File: src/rtl/matmul_seq_ctrl_if.sv
// Host <-> sequencer bundle: instruction byte in, MMU/memory control and status out.
interface matmul_seq_ctrl_if #(
    parameter int unsigned N         = 2,
    parameter int unsigned EXTRA_LAT = 0
);
    localparam int unsigned IDX_W = $clog2(N * N);
    localparam int unsigned C     = 3 * N + EXTRA_LAT;
    localparam int unsigned CYC_W = $clog2(C);

    logic [7:0]       instrn;
    logic             mem_load_mat;
    logic [IDX_W:0]   mem_addr;
    logic             mmu_clear;
    logic             mmu_en;
    logic [CYC_W-1:0] mmu_cycle;
    logic [IDX_W-1:0] output_select;
    logic             out_valid;
    logic             busy;
    logic             load_err;

    // Host side
    modport master (
        output instrn,
        input  mem_load_mat, mem_addr, mmu_clear, mmu_en, mmu_cycle,
        input  output_select, out_valid, busy, load_err
    );

    // Sequencer side
    modport slave (
        input  instrn,
        output mem_load_mat, mem_addr, mmu_clear, mmu_en, mmu_cycle,
        output output_select, out_valid, busy, load_err
    );
endinterface

File: src/rtl/matmul_seq_ctrl.sv
// Sequencer for an NxN systolic matmul: tracks operand loads, runs clear/compute, exposes results.
module matmul_seq_ctrl #(
    parameter int unsigned N         = 2,
    parameter int unsigned EXTRA_LAT = 0
) (
    input logic                clk,
    input logic                rst,
    matmul_seq_ctrl_if.slave   io_bus
);
    localparam int unsigned IDX_W = $clog2(N * N);
    localparam int unsigned C     = 3 * N + EXTRA_LAT;
    localparam int unsigned CYC_W = $clog2(C);
    localparam int unsigned NN    = N * N;
    localparam int unsigned MW    = 2 * NN;

    typedef enum logic [2:0] {StIdle, StLoad, StClear, StCompute, StDone} state_e;

    state_e           r_state, w_state_d;
    logic [MW-1:0]    r_mask, w_mask_d, w_onehot;
    logic             w_load_en, w_sel, w_out_en, w_abort;
    logic [3:0]       w_idx;
    logic [5:0]       w_bit;
    logic             w_idx_ok, w_accept, w_legal, w_reject, w_full;

    logic             r_mem_load_mat, w_mem_load_mat_d;
    logic [IDX_W:0]   r_mem_addr, w_mem_addr_d;
    logic             r_mmu_clear, w_mmu_clear_d;
    logic             r_mmu_en, w_mmu_en_d;
    logic [CYC_W-1:0] r_mmu_cycle, w_mmu_cycle_d;
    logic [IDX_W-1:0] r_output_select, w_output_select_d;
    logic             r_out_valid, w_out_valid_d;
    logic             r_busy, w_busy_d;
    logic             r_load_err, w_load_err_d;

    assign w_load_en = io_bus.instrn[0];
    assign w_sel     = io_bus.instrn[1];
    assign w_out_en  = io_bus.instrn[2];
    assign w_abort   = io_bus.instrn[3];
    assign w_idx     = io_bus.instrn[7:4];

    // Range check uses the full nibble so out-of-range indices never alias onto real elements.
    assign w_idx_ok = ({1'b0, w_idx} < 5'(NN));
    assign w_accept = (r_state == StIdle) || (r_state == StLoad) || (r_state == StDone);
    assign w_legal  = w_load_en && !w_abort && w_idx_ok && w_accept;
    assign w_reject = w_load_en && !w_abort && !w_legal;

    // Mask is packed densely: A elements in [NN-1:0], B elements above.
    assign w_bit    = (w_sel ? 6'(NN) : 6'd0) + 6'(w_idx);
    assign w_onehot = MW'(1) << w_bit;
    assign w_full   = ((r_mask | w_onehot) == {MW{1'b1}});

    // State register
    always_ff @(posedge clk or negedge rst) begin
        if (!rst) begin
            r_state <= StIdle;
        end else begin
            r_state <= w_state_d;
        end
    end

    // Next-state logic; abort overrides everything
    always_comb begin
        w_state_d = r_state;
        if (w_abort) begin
            w_state_d = StIdle;
        end else begin
            unique case (r_state)
                StIdle:    if (w_legal) w_state_d = StLoad;
                StLoad:    if (w_legal && w_full) w_state_d = StClear;
                StClear:   w_state_d = StCompute;
                StCompute: if (r_mmu_cycle == CYC_W'(C - 1)) w_state_d = StDone;
                StDone:    if (w_legal) w_state_d = StLoad;
                default:   w_state_d = StIdle;
            endcase
        end
    end

    // Next values of the registered outputs and the load mask
    always_comb begin
        w_mask_d = r_mask;
        if (w_abort) begin
            w_mask_d = '0;
        end else if (w_legal) begin
            w_mask_d = w_full ? '0 : (r_mask | w_onehot);
        end

        w_mem_load_mat_d = w_legal;
        w_mem_addr_d     = w_legal ? {w_sel, w_idx[IDX_W-1:0]} : '0;
        w_mmu_clear_d    = (w_state_d == StClear);
        w_mmu_en_d       = (w_state_d == StCompute);
        w_mmu_cycle_d    = ((r_state == StCompute) && (w_state_d == StCompute)) ?
                           r_mmu_cycle + CYC_W'(1) : '0;
        w_out_valid_d    = (w_state_d == StDone);
        w_busy_d         = w_mmu_clear_d || w_mmu_en_d;
        w_load_err_d     = w_reject;

        // load_en outranks out_en, so a select only happens on a pure read request
        w_output_select_d = r_output_select;
        if (w_abort) begin
            w_output_select_d = '0;
        end else if ((r_state == StDone) && !w_load_en && w_out_en && w_idx_ok) begin
            w_output_select_d = w_idx[IDX_W-1:0];
        end
    end

    // Output and mask registers
    always_ff @(posedge clk or negedge rst) begin
        if (!rst) begin
            r_mask          <= '0;
            r_mem_load_mat  <= 1'b0;
            r_mem_addr      <= '0;
            r_mmu_clear     <= 1'b0;
            r_mmu_en        <= 1'b0;
            r_mmu_cycle     <= '0;
            r_output_select <= '0;
            r_out_valid     <= 1'b0;
            r_busy          <= 1'b0;
            r_load_err      <= 1'b0;
        end else begin
            r_mask          <= w_mask_d;
            r_mem_load_mat  <= w_mem_load_mat_d;
            r_mem_addr      <= w_mem_addr_d;
            r_mmu_clear     <= w_mmu_clear_d;
            r_mmu_en        <= w_mmu_en_d;
            r_mmu_cycle     <= w_mmu_cycle_d;
            r_output_select <= w_output_select_d;
            r_out_valid     <= w_out_valid_d;
            r_busy          <= w_busy_d;
            r_load_err      <= w_load_err_d;
        end
    end

    assign io_bus.mem_load_mat  = r_mem_load_mat;
    assign io_bus.mem_addr      = r_mem_addr;
    assign io_bus.mmu_clear     = r_mmu_clear;
    assign io_bus.mmu_en        = r_mmu_en;
    assign io_bus.mmu_cycle     = r_mmu_cycle;
    assign io_bus.output_select = r_output_select;
    assign io_bus.out_valid     = r_out_valid;
    assign io_bus.busy          = r_busy;
    assign io_bus.load_err      = r_load_err;
endmodule

File: src/flat_wrapper.sv
// flat-port wrapper written by rule: the top's interface ports become plain ports
module matmul_seq_ctrl_flat 
#(
    parameter int unsigned N         = 2,
    parameter int unsigned EXTRA_LAT = 0
)
  (clk, rst, io_bus_instrn, io_bus_mem_load_mat, io_bus_mem_addr, io_bus_mmu_clear, io_bus_mmu_en, io_bus_mmu_cycle, io_bus_output_select, io_bus_out_valid, io_bus_busy, io_bus_load_err);
  matmul_seq_ctrl_if #(.N(N), .EXTRA_LAT(EXTRA_LAT)) io_bus_i ();
  input logic clk;
  input logic rst;
  input wire logic [$bits(io_bus_i.instrn)-1:0] io_bus_instrn;
  output wire logic [$bits(io_bus_i.mem_load_mat)-1:0] io_bus_mem_load_mat;
  output wire logic [$bits(io_bus_i.mem_addr)-1:0] io_bus_mem_addr;
  output wire logic [$bits(io_bus_i.mmu_clear)-1:0] io_bus_mmu_clear;
  output wire logic [$bits(io_bus_i.mmu_en)-1:0] io_bus_mmu_en;
  output wire logic [$bits(io_bus_i.mmu_cycle)-1:0] io_bus_mmu_cycle;
  output wire logic [$bits(io_bus_i.output_select)-1:0] io_bus_output_select;
  output wire logic [$bits(io_bus_i.out_valid)-1:0] io_bus_out_valid;
  output wire logic [$bits(io_bus_i.busy)-1:0] io_bus_busy;
  output wire logic [$bits(io_bus_i.load_err)-1:0] io_bus_load_err;
  assign io_bus_i.instrn = io_bus_instrn;
  assign io_bus_mem_load_mat = io_bus_i.mem_load_mat;
  assign io_bus_mem_addr = io_bus_i.mem_addr;
  assign io_bus_mmu_clear = io_bus_i.mmu_clear;
  assign io_bus_mmu_en = io_bus_i.mmu_en;
  assign io_bus_mmu_cycle = io_bus_i.mmu_cycle;
  assign io_bus_output_select = io_bus_i.output_select;
  assign io_bus_out_valid = io_bus_i.out_valid;
  assign io_bus_busy = io_bus_i.busy;
  assign io_bus_load_err = io_bus_i.load_err;
  matmul_seq_ctrl #(.N(N), .EXTRA_LAT(EXTRA_LAT)) u_core (.clk(clk), .rst(rst), .io_bus(io_bus_i));
endmodule
File: config.mk
export PLATFORM = sky130hd
export DESIGN_NAME = matmul_seq_ctrl_flat
export DESIGN_NICKNAME = d
export VERILOG_FILES = /design/src/rtl/matmul_seq_ctrl_if.sv /design/src/rtl/matmul_seq_ctrl.sv /design/src/flat_wrapper.sv
export SDC_FILE = /design/constraint.sdc
export NUM_CORES = 1
export LEC_CHECK = 0
export ABC_AREA = 1
export BUFFER_PORTS_ARGS = -buffer_cell sky130_fd_sc_hd__buf_2
export CAP_MARGIN = 0
export CORE_UTILIZATION = 53
export DETAILED_ROUTE_END_ITERATION = 16
export MAX_ROUTING_LAYER = met4
export PLACE_DENSITY = 0.77
export SLEW_MARGIN = 20
export SYNTH_ARGS = -nofsm -noshare
export SYNTH_HDL_FRONTEND = slang
export SYNTH_SLANG_ARGS = --single-unit
File: constraint.sdc
create_clock -name clk -period 1.5 [get_ports clk]
set_input_delay 0.075 -clock clk [delete_from_list [all_inputs] [get_ports clk]]
set_output_delay 0.075 -clock clk [all_outputs]
set_load 0.005 [all_outputs]
==> impl_metrics.toml <==
[status]
outcome = "finished clean"

[timing]
rsz0062_at_grt = "true"
tightest_slew_ns = 0.530
clock.fmax_mhz = 670
fin_tns_setup_ns = 0
hold_viol_final = 0
finalMaxSlewViolations = 0
fin_crit_sh_pct = 99.4
relSlewSlack_pct = 64.7
finalSetupViolCount = 0
fin_skew_ns = 0.00449
period_needed_ns = 1.49

[detailed_routing]
post_drt_wl_per_cell_um = 11.4
vias_per_cell = 4.91
drc = 0
drt_iter0_drc = 23
first_pass_iters = 4
ant_nets = 0
wl_um = 2390
vias = 1032

[critical_path]
arrival_ns = 1.72
crit_path_start = "u_core.r_state[1]$_DFF_PN0_"
crit_type = "reg -> reg"
reg2reg_to = "u_core.io_bus.mmu_cycle[2]$_DFF_PN0_"
critPathBufInv = 2
cp.required_ns = 1.73
cpMostUsedCell = "nor2_1"
cp_max_fo = 3
timing.rr.start = "u_core.r_state[1]$_DFF_PN0_"
cp-end-kind = "register"
reg2reg_slack_ns = 0.009
crit_slowest_cell = "dfrtp_1"
reg2regPathDepth = 11
cp_top_family = "simple AND/OR/NAND/NOR gates"
crit_end = "u_core.io_bus.mmu_cycle[2]$_DFF_PN0_"
cp_num_cells = 11
startpoint_type = "register"
worstPathCellList = "nor2_1 > inv_1 > nor2_2 > nor2_1 > nor2_2 > buf_4 > nand3_2 > nand2_1 > nand2_2 > nand4_4 > nor2_1"
max_stage_delay_ns = 0.43

[grt]
grt_busiest_layer = "met2"
antenna_found_initial = 0
grt_pass1_wl_um = 4080
gr-usage-met1_pct = 31.1
use_met3_pct = 3.12
grt.overflow.total = 0
grt_max_degree = 26
grt_pass1_vias = 987
grt_usage_pct = 23.4
grtUsageMet2_pct = 34.2

[placement]
gp_congestion = 0.856
place_area_um2 = 1400
placedCellCount = 200
io_buffers = 23
dp_hpwl_um = 1780

[finish]
area_delta_synth_final_pct = 28.1
final_core_util_pct = 75.1
fin_nets = 198
num_antenna_cells = 0
fin_area_um2 = 1520
final_cells = 210
drive_gt1_share_pct = 32.8

[clock_network]
clock-sinks = 25
cts_tree = "yes"
h-tree-depth = 1
cts-root-buf = "clkbuf_4"
clockBufferDepth = 2
clkTransAtPathRegs_ns = 0.13
cts_buffers = 3
clock_latency_ns = 0.32

[floorplan]
die_h_um = 49.3
core.rowCount = 16
die_area_um2 = 2430
core_um2 = 2020
die_x_um = 49.3
start_util_pct = 58.6
ios = 24

[power]
vdd_drop_max_v = 0.000489
p_leak_uw = 0.000833
cellPowerDensity_nw_per_um2 = 728

[logic_synthesis]
synth_area_um2 = 1180
synth_top_cell_area_share_pct = 52.8
ys_seq_area_share_pct = 52.8
synth_top_family_by_area = "simple AND/OR/NAND/NOR gates"
synth_compound_area_share_pct = 8.34
ys_ff_latch = 25
syn-mean-instance-area_um2 = 8.34
muxShareOfSynthArea_pct = 0
yosys.area_share.simple_pct = 24.6
synth-adder-area-share_pct = 4.22
netlist_top_cells_area = "dfrtp_1 53%, inv_1 7.9%, nand3_1 7.6%"
yosysWarnings = 0
synth_nets = 156
synthCells = 142
ys_types = 16
yosysTopAreaCell = "dfrtp_1"
synth-xor-area-share_pct = 0.739

[min_path]
holdCritPathClass = "in -> reg"

[flow_run]
max_cap_violations = 0
-- flip-flops by register name, indices dropped and copies added, names as in the netlist --
name,flops
u_core.io_bus.mem_addr,3
u_core.io_bus.mmu_en,1
u_core.io_bus.busy,1
u_core.r_mask,8
u_core.io_bus.mmu_clear,1
u_core.io_bus.load_err,1
u_core.io_bus.out_valid,1
u_core.r_state,3
u_core.io_bus.mmu_cycle,3
u_core.io_bus.output_select,2
u_core.io_bus.mem_load_mat,1
-- cell families after synthesis --
family	Yosys count
fa+ha+maj	4
xor+xnor	1
compound gates	19
flops	25
simple gates	64
buf+inv	29
-- final cells by class --
cell class                 count  area, um^2
clock buffer                   3        22.5
tap                           27        33.8
clock inverter                 1        5.00
multi-input combinational     88         488
sequential                    25         626
inverter                      28         105
timing repair buffer          38         238
fill                         144         504
-- synth_stat cells (all sizes together) --
library cell	count
inv	28
dfrtp	25
nor2	23
nand2	20
nand3	18
o21ai	15
a21oi	4
ha	4
nand4	3
buf	1
xnor2	1
-- routing by layer --
metal | up-vias | share of wire [%] | wire length [um]
met5 | - | 0 | 0
met4 | 0 | 2.2 | 53
met3 | 5 | 5.1 | 121
met2 | 34 | 43 | 1040
met1 | 464 | 49 | 1180
li1 | 529 | - | -
-- power by group --
group          switching [uW]  internal, uW
Sequential               2.12           680
Clock                     195           100
Combinational            77.0          50.6
Total                     274           831
-- worst min-delay path, stage by stage --
cell	delay, ns
buf_2	0.13
inv_2	0.08
nor2_1	0.05
-- stage by stage --
step                hold WS (ns)  total power [uW]  setup WS, ns
floorplan                 -0.221               750       0.00736
global placement          0.0787               805        -0.266
detailed placement        0.0841               808        -0.285
CTS                       0.0260              1110       0.00581
global route              0.0372              1160       -0.0912
finish                    0.0412              1110       0.00853
-- layout by cell type (no fill, tap or decap) --
master / count
nand3_2: 1
dlygate4sd3_1: 4
inv_2: 3
nor2_2: 11
buf_2: 23
nor2_1: 12
ha_2: 1
o21ai_1: 3
nand4_4: 1
buf_4: 11
dfrtp_1: 25
nand3_1: 17
clkinv_2: 1
nand4_1: 2
clkbuf_4: 3
xnor2_1: 1
ha_1: 3
nand2_1: 16
a21oi_1: 4
o21ai_0: 11
nand2_2: 4
inv_1: 25
o21ai_2: 1
-- worst min-delay path by stage --
stage          cells past startpoint             start                                  end
2_1_floorplan                      0               rst         u_core.io_bus.busy$_DFF_PN0_
3_3_place_gp                       1               rst         u_core.r_mask[7]$_DFFE_PN0P_
3_5_place_dp                       1               rst  u_core.io_bus.mem_addr[2]$_DFF_PN0_
4_1_cts                            3  io_bus_instrn[4]  u_core.io_bus.mem_addr[0]$_DFF_PN0_
5_1_grt                            3  io_bus_instrn[4]  u_core.io_bus.mem_addr[0]$_DFF_PN0_
6_report                           3  io_bus_instrn[4]  u_core.io_bus.mem_addr[0]$_DFF_PN0_
-- what timing repair did --
action	in CTS	in global routing
endpoints found under the setup margin	0	18
hold buffers	4	0
buffers inserted	0	2
endpoints found under the hold margin	31	0
resized for setup	0	11
Power figures use the tool's default switching activity.
